<file path="src/rtl/cpu_sequencer.sv">
// Fetch/decode/execute sequencer for the 16-bit microcpu; owns pc and instruction register.
// Latency: 3 cycles for non-memory instructions, 5 for loads/stores. Memory ports stall with req/ack.
// Optional handshake timeout with sticky err: define CPU_SEQ_TIMEOUT_EN.
module cpu_sequencer #(
    parameter int PC_W    = 12,
    parameter int INSTR_W = 16,
    parameter int TIMEOUT = 15
) (
    input  logic               clk,
    input  logic               rst_n,
    input  logic               run,
    output logic               imem_req,
    output logic [PC_W-1:0]    imem_addr,
    input  logic               imem_ack,
    input  logic [INSTR_W-1:0] imem_data,
    output logic [INSTR_W-1:0] instr,
    input  logic               cu_load_pc,
    input  logic [PC_W-1:0]    cu_load_pc_val,
    input  logic               cu_reg_we,
    input  logic               cu_mem_rd,
    input  logic               cu_mem_wr,
    output logic               dmem_req,
    output logic               dmem_we,
    input  logic               dmem_ack,
    output logic               reg_we,
    output logic               status_we,
    output logic [PC_W-1:0]    pc,
    output logic               busy,
    output logic [2:0]         state,
    output logic               err
);

    typedef enum logic [2:0] {
        S_IDLE   = 3'd0,
        S_FETCH  = 3'd1,
        S_DECODE = 3'd2,
        S_EXEC   = 3'd3,
        S_MEM    = 3'd4,
        S_WB     = 3'd5
    } state_t;

    state_t               state_q, state_nxt;
    logic [PC_W-1:0]      pc_q, pc_nxt;
    logic [INSTR_W-1:0]   instr_q, instr_nxt;
    logic [3:0]           opcode;
    logic                 undef_op;
    logic                 mem_op;
    logic                 err_q;
    logic                 tmo;

    assign opcode   = instr_q[INSTR_W-1:INSTR_W-4];
    // Undefined opcodes run as a plain pc+1 whatever the control unit asserts.
    assign undef_op = (opcode == 4'b1001) || (opcode >= 4'b1101);
    assign mem_op   = (cu_mem_rd || cu_mem_wr) && !undef_op;

`ifdef CPU_SEQ_TIMEOUT_EN
    localparam int CNT_W = $clog2(TIMEOUT + 1);
    logic [CNT_W-1:0] cnt_q;

    always_ff @(posedge clk or negedge rst_n) begin
        if (!rst_n) begin
            cnt_q <= '0;
        end else if (state_nxt != state_q) begin
            cnt_q <= '0;
        end else if (state_q == S_FETCH || state_q == S_MEM) begin
            cnt_q <= cnt_q + CNT_W'(1);
        end
    end

    assign tmo = (cnt_q == CNT_W'(TIMEOUT - 1));

    // Only a timeout takes a memory-wait state straight back to IDLE.
    always_ff @(posedge clk or negedge rst_n) begin
        if (!rst_n) begin
            err_q <= 1'b0;
        end else if ((state_q == S_FETCH || state_q == S_MEM) && state_nxt == S_IDLE) begin
            err_q <= 1'b1;
        end
    end
`else
    assign tmo   = 1'b0;
    assign err_q = 1'b0;
`endif

    always_comb begin
        state_nxt = state_q;
        pc_nxt    = pc_q;
        instr_nxt = instr_q;
        imem_req  = 1'b0;
        dmem_req  = 1'b0;
        dmem_we   = 1'b0;
        reg_we    = 1'b0;
        status_we = 1'b0;
        case (state_q)
            S_IDLE: begin
                if (run && !err_q) state_nxt = S_FETCH;
            end
            S_FETCH: begin
                imem_req = 1'b1;
                if (imem_ack) begin
                    instr_nxt = imem_data;
                    state_nxt = S_DECODE;
                end else if (tmo) begin
                    state_nxt = S_IDLE;
                end
            end
            S_DECODE: state_nxt = S_EXEC;
            S_EXEC: begin
                if (mem_op) begin
                    state_nxt = S_MEM;
                end else begin
                    reg_we    = cu_reg_we && !undef_op;
                    status_we = (opcode == 4'b1010);
                    pc_nxt    = (cu_load_pc && !undef_op) ? cu_load_pc_val : pc_q + PC_W'(1);
                    state_nxt = run ? S_FETCH : S_IDLE;
                end
            end
            S_MEM: begin
                dmem_req = 1'b1;
                dmem_we  = cu_mem_wr;
                if (dmem_ack) begin
                    state_nxt = S_WB;
                end else if (tmo) begin
                    state_nxt = S_IDLE;
                end
            end
            S_WB: begin
                reg_we    = cu_reg_we && !undef_op;
                pc_nxt    = pc_q + PC_W'(1);
                state_nxt = run ? S_FETCH : S_IDLE;
            end
            default: state_nxt = S_IDLE;
        endcase
    end

    always_ff @(posedge clk or negedge rst_n) begin
        if (!rst_n) begin
            state_q <= S_IDLE;
            pc_q    <= '0;
            instr_q <= '0;
        end else begin
            state_q <= state_nxt;
            pc_q    <= pc_nxt;
            instr_q <= instr_nxt;
        end
    end

    assign imem_addr = pc_q;
    assign instr     = instr_q;
    assign pc        = pc_q;
    assign busy      = (state_q != S_IDLE);
    assign state     = state_q;
    assign err       = err_q;

endmodule
</file>
<file path="config.mk">
export PLATFORM = sky130hd
export DESIGN_NAME = cpu_sequencer
export DESIGN_NICKNAME = d
export VERILOG_FILES = /design/src/rtl/cpu_sequencer.sv
export SDC_FILE = /design/constraint.sdc
export NUM_CORES = 1
export LEC_CHECK = 0
export ABC_CLOCK_PERIOD_IN_PS = 4500
export CAP_MARGIN = 20
export CORE_ASPECT_RATIO = 0.8
export CORE_MARGIN = 5
export CORE_UTILIZATION = 40
export DETAILED_ROUTE_END_ITERATION = 6
export PLACE_DENSITY = 0.81
export SLEW_MARGIN = 20
export SYNTH_ARGS = -nofsm -noshare
export SYNTH_HDL_FRONTEND = slang
export SYNTH_SLANG_ARGS = --single-unit
</file>
<file path="constraint.sdc">
create_clock -name clk -period 4.5 [get_ports clk]
set_input_delay 1.35 -clock clk [delete_from_list [all_inputs] [get_ports clk]]
set_output_delay 1.35 -clock clk [all_outputs]
set_load 0.01 [all_outputs]
</file>
==> report_table.html <==
<table>
<tr><th>Metric</th><th>Value</th></tr>
<tr><th colspan="2">CTS</th></tr>
<tr><td>Number of clock sinks</td><td>31</td></tr>
<tr><td>Post-CTS Setup Bufs</td><td>0</td></tr>
<tr><td>Count of cells resized by post-cts repair</td><td>0</td></tr>
<tr><td>Number of levels in the clock H-tree</td><td>2</td></tr>
<tr><td>Number of buffers added by the clock tree synthesis step</td><td>5</td></tr>
<tr><td>Clock transition at the registers of the reported paths</td><td>0.07 ns</td></tr>
<tr><td>Clock latency on the worst-skew pair</td><td>0.29 ns</td></tr>
<tr><td>Max clock buf depth</td><td>2</td></tr>
<tr><td>CTS tree</td><td>built</td></tr>
<tr><td>Buffer cell driving the clock tree root</td><td>sky130_fd_sc_hd__clkbuf_8</td></tr>
<tr><td>Hold buffer count at CTS</td><td>0</td></tr>
<tr><th colspan="2">Critical path</th></tr>
<tr><td>FF-to-FF End</td><td>imem_addr[10]</td></tr>
<tr><td>Origin of the critical flop-to-flop path</td><td>imem_addr[0]</td></tr>
<tr><td>Largest fanout of any net on the critical path</td><td>3</td></tr>
<tr><td>Register-to-register setup slack</td><td>2.54 ns</td></tr>
<tr><td>Startpoint type of the worst setup path</td><td>primary input</td></tr>
<tr><td>Required time reported for the critical path endpoint</td><td>3.15 ns</td></tr>
<tr><td>Slowest library cell on the worst path</td><td>sky130_fd_sc_hd__clkdlybuf4s50_1</td></tr>
<tr><td>Classification of the worst setup path</td><td>primary input to primary output</td></tr>
<tr><td>Register-to-Register Path Depth</td><td>5</td></tr>
<tr><td>Critical Path End Type</td><td>primary output</td></tr>
<tr><td>Critical Path, Cell by Cell</td><td>clkdlybuf4s50_1 -&gt; nor2_1 -&gt; a211oi_4 -&gt; nor2_1 -&gt; and3_1 -&gt; clkdlybuf4s50_1</td></tr>
<tr><td>Delay contributed by the slowest stage of the critical path</td><td>0.53 ns</td></tr>
<tr><td>Critical Path AT</td><td>between 2 and 3 ns</td></tr>
<tr><th colspan="2">Routing</th></tr>
<tr><td>DRC Markers</td><td>0</td></tr>
<tr><td>Wirelength, routed</td><td>4.88 mm</td></tr>
<tr><td>Remaining antenna violation count</td><td>0</td></tr>
<tr><td>Wire length per cell after detailed routing</td><td>15.7 um</td></tr>
<tr><td>Via density per instance</td><td>5.17</td></tr>
<tr><td>Initial DRC count</td><td>91</td></tr>
<tr><td>Via count</td><td>1604</td></tr>
<tr><td>Number of iterations in the first detailed-routing pass</td><td>4</td></tr>
<tr><th colspan="2">Synthesis</th></tr>
<tr><td>Average cell area after synthesis</td><td>10.6 um2</td></tr>
<tr><td>Largest family of logic cells by synthesized area</td><td>multiplexers</td></tr>
<tr><td>Number of synthesized register bits</td><td>31</td></tr>
<tr><td>Count of unique library cells instantiated by Yosys</td><td>46</td></tr>
<tr><td>Post-Synthesis Net Count</td><td>213</td></tr>
<tr><td>Simple-Gate Fraction of Synth Area</td><td>around 15%</td></tr>
<tr><td>Yosys warning total</td><td>0</td></tr>
<tr><td>Post-synthesis share of cell area spent on full adders, half adders and majority gates</td><td>less than 1%</td></tr>
<tr><td>Multiplexer fraction of the synthesized cell area</td><td>between 10% and 20%</td></tr>
<tr><td>Area of the mapped netlist</td><td>around 0.0019 mm2</td></tr>
<tr><td>Share of the yosys chip area belonging to registers</td><td>41.7%</td></tr>
<tr><td>Post-Synthesis Cells</td><td>175</td></tr>
<tr><td>Compound-cell area share of the yosys netlist</td><td>15.9%</td></tr>
<tr><td>Synth Area in XOR/XNOR</td><td>0%</td></tr>
<tr><th colspan="2">Global routing</th></tr>
<tr><td>First-pass GRT wire length</td><td>7.85 mm</td></tr>
<tr><td>Global route hottest layer</td><td>met2</td></tr>
<tr><td>GR Util met1</td><td>19.7%</td></tr>
<tr><td>Antenna violations before repair</td><td>0</td></tr>
<tr><td>Grt met3 use</td><td>~8%</td></tr>
<tr><td>Total congestion overflow after global routing</td><td>0</td></tr>
<tr><td>Largest net degree at the start of global routing</td><td>32</td></tr>
<tr><td>Met2 track demand over resource in global routing</td><td>24.8%</td></tr>
<tr><td>Number of global-route vias before repair</td><td>1607</td></tr>
<tr><td>Overall fraction of global-route tracks in use</td><td>16.1%</td></tr>
<tr><th colspan="2">STA</th></tr>
<tr><td>Clock Skew</td><td>0.00297 ns</td></tr>
<tr><td>Setup tns final</td><td>0 ns</td></tr>
<tr><td>Final worst path period need</td><td>4.31 ns</td></tr>
<tr><td>Number of failing hold endpoints at the final stage</td><td>0</td></tr>
<tr><td>Max transition margin</td><td>about three fifths</td></tr>
<tr><td>Slew Viols, Final</td><td>0</td></tr>
<tr><td>Actual transition at the worst max-transition pin</td><td>~0.59 ns</td></tr>
<tr><td>Portion of the clock cycle consumed by the worst path in the final layout</td><td>95.7%</td></tr>
<tr><td>Max frequency</td><td>between 200 and 250 MHz</td></tr>
<tr><td>Unrepaired setup endpoints after global routing</td><td>no</td></tr>
<tr><td>Final Setup Violations</td><td>0</td></tr>
<tr><td>Setup slack after layout</td><td>approximately 0.19 ns</td></tr>
<tr><th colspan="2">Job</th></tr>
<tr><td>Max-cap violation count</td><td>0</td></tr>
<tr><th colspan="2">Finish</th></tr>
<tr><td>Net count reported at finish</td><td>between 200 and 300</td></tr>
<tr><td>Layout-stage area growth over the synthesis result</td><td>49.4%</td></tr>
<tr><td>Fill cell count</td><td>386</td></tr>
<tr><td>Total inserted antenna cells</td><td>0</td></tr>
<tr><td>Layout cells sized above 1</td><td>16.4%</td></tr>
<tr><th colspan="2">Hold path</th></tr>
<tr><td>Hold Crit Depth</td><td>1</td></tr>
<tr><td>Worst-case hold path end point</td><td>instr[2]</td></tr>
<tr><td>Startpoint of the most critical hold path</td><td>instr[2]</td></tr>
<tr><td>Tightest Hold Check Type</td><td>flip-flop to flip-flop</td></tr>
<tr><th colspan="2">Place</th></tr>
<tr><td>Placer Congestion</td><td>roughly 0.81</td></tr>
<tr><td>Placed wire-length estimate</td><td>3.64 mm</td></tr>
<tr><td>DP Worst Slack</td><td>about 0.19 ns</td></tr>
<tr><td># port buffers</td><td>85</td></tr>
<tr><th colspan="2">Floorplanning</th></tr>
<tr><td>Num rows</td><td>22</td></tr>
<tr><td>Die area</td><td>0.00613 mm2</td></tr>
<tr><td>I/O pin count</td><td>a little under 90</td></tr>
<tr><td>Effective utilization at floorplan</td><td>about two fifths</td></tr>
<tr><td>Core outline area</td><td>between 0.004 and 0.005 mm2</td></tr>
<tr><td>Die Wd</td><td>86.3 um</td></tr>
<tr><td>Die H</td><td>71.0 um</td></tr>
<tr><th colspan="2">Pwr</th></tr>
<tr><td>Worst IR drop on VDD</td><td>0.386 mV</td></tr>
<tr><td>Standby leakage power</td><td>1.13 nW</td></tr>
<tr><td>Power density cells</td><td>713 mW/mm2</td></tr>
<tr><th colspan="2">Outcome</th></tr>
<tr><td>Run status</td><td>finished, final reports clean</td></tr>
</table>
[worst max-delay path, delay by kind of cell]
| kind | cells | cell delay, ns |
|---|---|---|
| buffers and inverters | 2 | 0.96 |
| AND/OR/NAND/NOR | 3 | 0.57 |
| AO/OA/AOI/OAI | 1 | 0.07 |
[area by class of cell]
cell class | instances | area, um2 | share of cell area (%)
flip-flops and latches | 31 | 776 | 27.9
well taps | 60 | 75.1 | 2.70
repair buffers | 90 | 888 | 31.9
clock buffers | 5 | 68.8 | 2.47
inverters | 10 | 37.5 | 1.35
multi-input cells | 111 | 892 | 32.1
clock inverters | 3 | 43.8 | 1.57
[registers in the layout, summed over array words and instances, names as in the netlist]
signal,cells
state,3
instr,16
imem_addr,12
[power by group]
group	internal (mW)	switching, mW
Combinational	0.631	0.477
Clock	0.165	0.114
Sequential	0.421	0.177
Total	1.22	0.767
[cell usage in the layout, fill, tap and decap left out, types with 5 or more instances in the layout]
master	netlist	final
sky130_fd_sc_hd__a211oi_2	8	8
sky130_fd_sc_hd__buf_4	15	5
sky130_fd_sc_hd__clkbuf_8	0	5
sky130_fd_sc_hd__clkdlybuf4s50_1	0	85
sky130_fd_sc_hd__dfrtp_1	31	31
sky130_fd_sc_hd__inv_1	10	10
sky130_fd_sc_hd__mux2_2	14	14
sky130_fd_sc_hd__mux2i_1	11	11
sky130_fd_sc_hd__nand2_1	8	8
sky130_fd_sc_hd__nor2_1	7	7
sky130_fd_sc_hd__o22ai_1	7	7
sky130_fd_sc_hd__or3_1	5	5
[synth_stat cells, drive strengths merged]
library cell,count,share of area (%)
nand4,1,0.34
a2bb2oi,4,1.9
or3,5,1.7
nand3,4,1.1
mux2i,11,5.9
a21oi,1,0.27
a221o,1,0.54
nand3b,1,0.40
a221oi,1,0.47
nand2,8,1.6
nor4b,1,0.47
o22ai,7,2.4
or2,2,0.67
o21ai,4,1.1
inv,10,2.0
nand2b,1,0.34
conb,1,0.20
nor3,3,1.1
nor3b,1,0.40
a211oi,12,7.7
and2,1,0.34
buf,22,8.3
a31oi,1,0.34
nor2b,2,1.1
clkbuf,1,0.20
nor4,4,1.3
ha,1,0.67
o32ai,1,0.47
nor4bb,1,0.54
nor2,7,1.4
or4,2,0.81
and4,1,0.47
mux2,17,10
a21o,2,0.81
and3,2,0.67
dfrtp,31,42
[worst max path at each step]
stage / from / to / slack, ns / cells past startpoint
floorplan: cu_mem_wr / reg_we / 1.02 / 4
global placement: cu_mem_wr / reg_we / 0.23 / 6
detailed placement: cu_mem_wr / reg_we / 0.19 / 6
CTS: cu_mem_wr / reg_we / 0.19 / 6
global route: cu_mem_wr / reg_we / 0.11 / 6
finish: cu_mem_wr / reg_we / 0.19 / 6
[cells by family after synthesis]
family	count (synthesis)
fa+ha+maj	1
buf+inv	33
mux	28
other cells	1
simple gates	47
compound gates	34
flops	31
[per-layer routing]
metal,share of wire (%),routed length [um]
met3,11,542
met1,41,2020
met5,0,0
met2,46,2250
met4,1.4,67
[stage by stage]
stage          instance area (um2)  hold WS (ns)  total power, mW  utilization (%)  std cells
2_1_floorplan                 1860         0.529             1.22                -        175
4_1_cts                       2780         0.512             2.00             61.2        310
3_5_place_dp                  2670         0.482             1.72             58.7        302
6_report                      2780         0.501             1.98             61.2        310
5_1_grt                       2780         0.538             2.12             61.2        310
3_3_place_gp                  2670         0.466             1.70             58.7        302
Power figures use the tool's default switching activity.
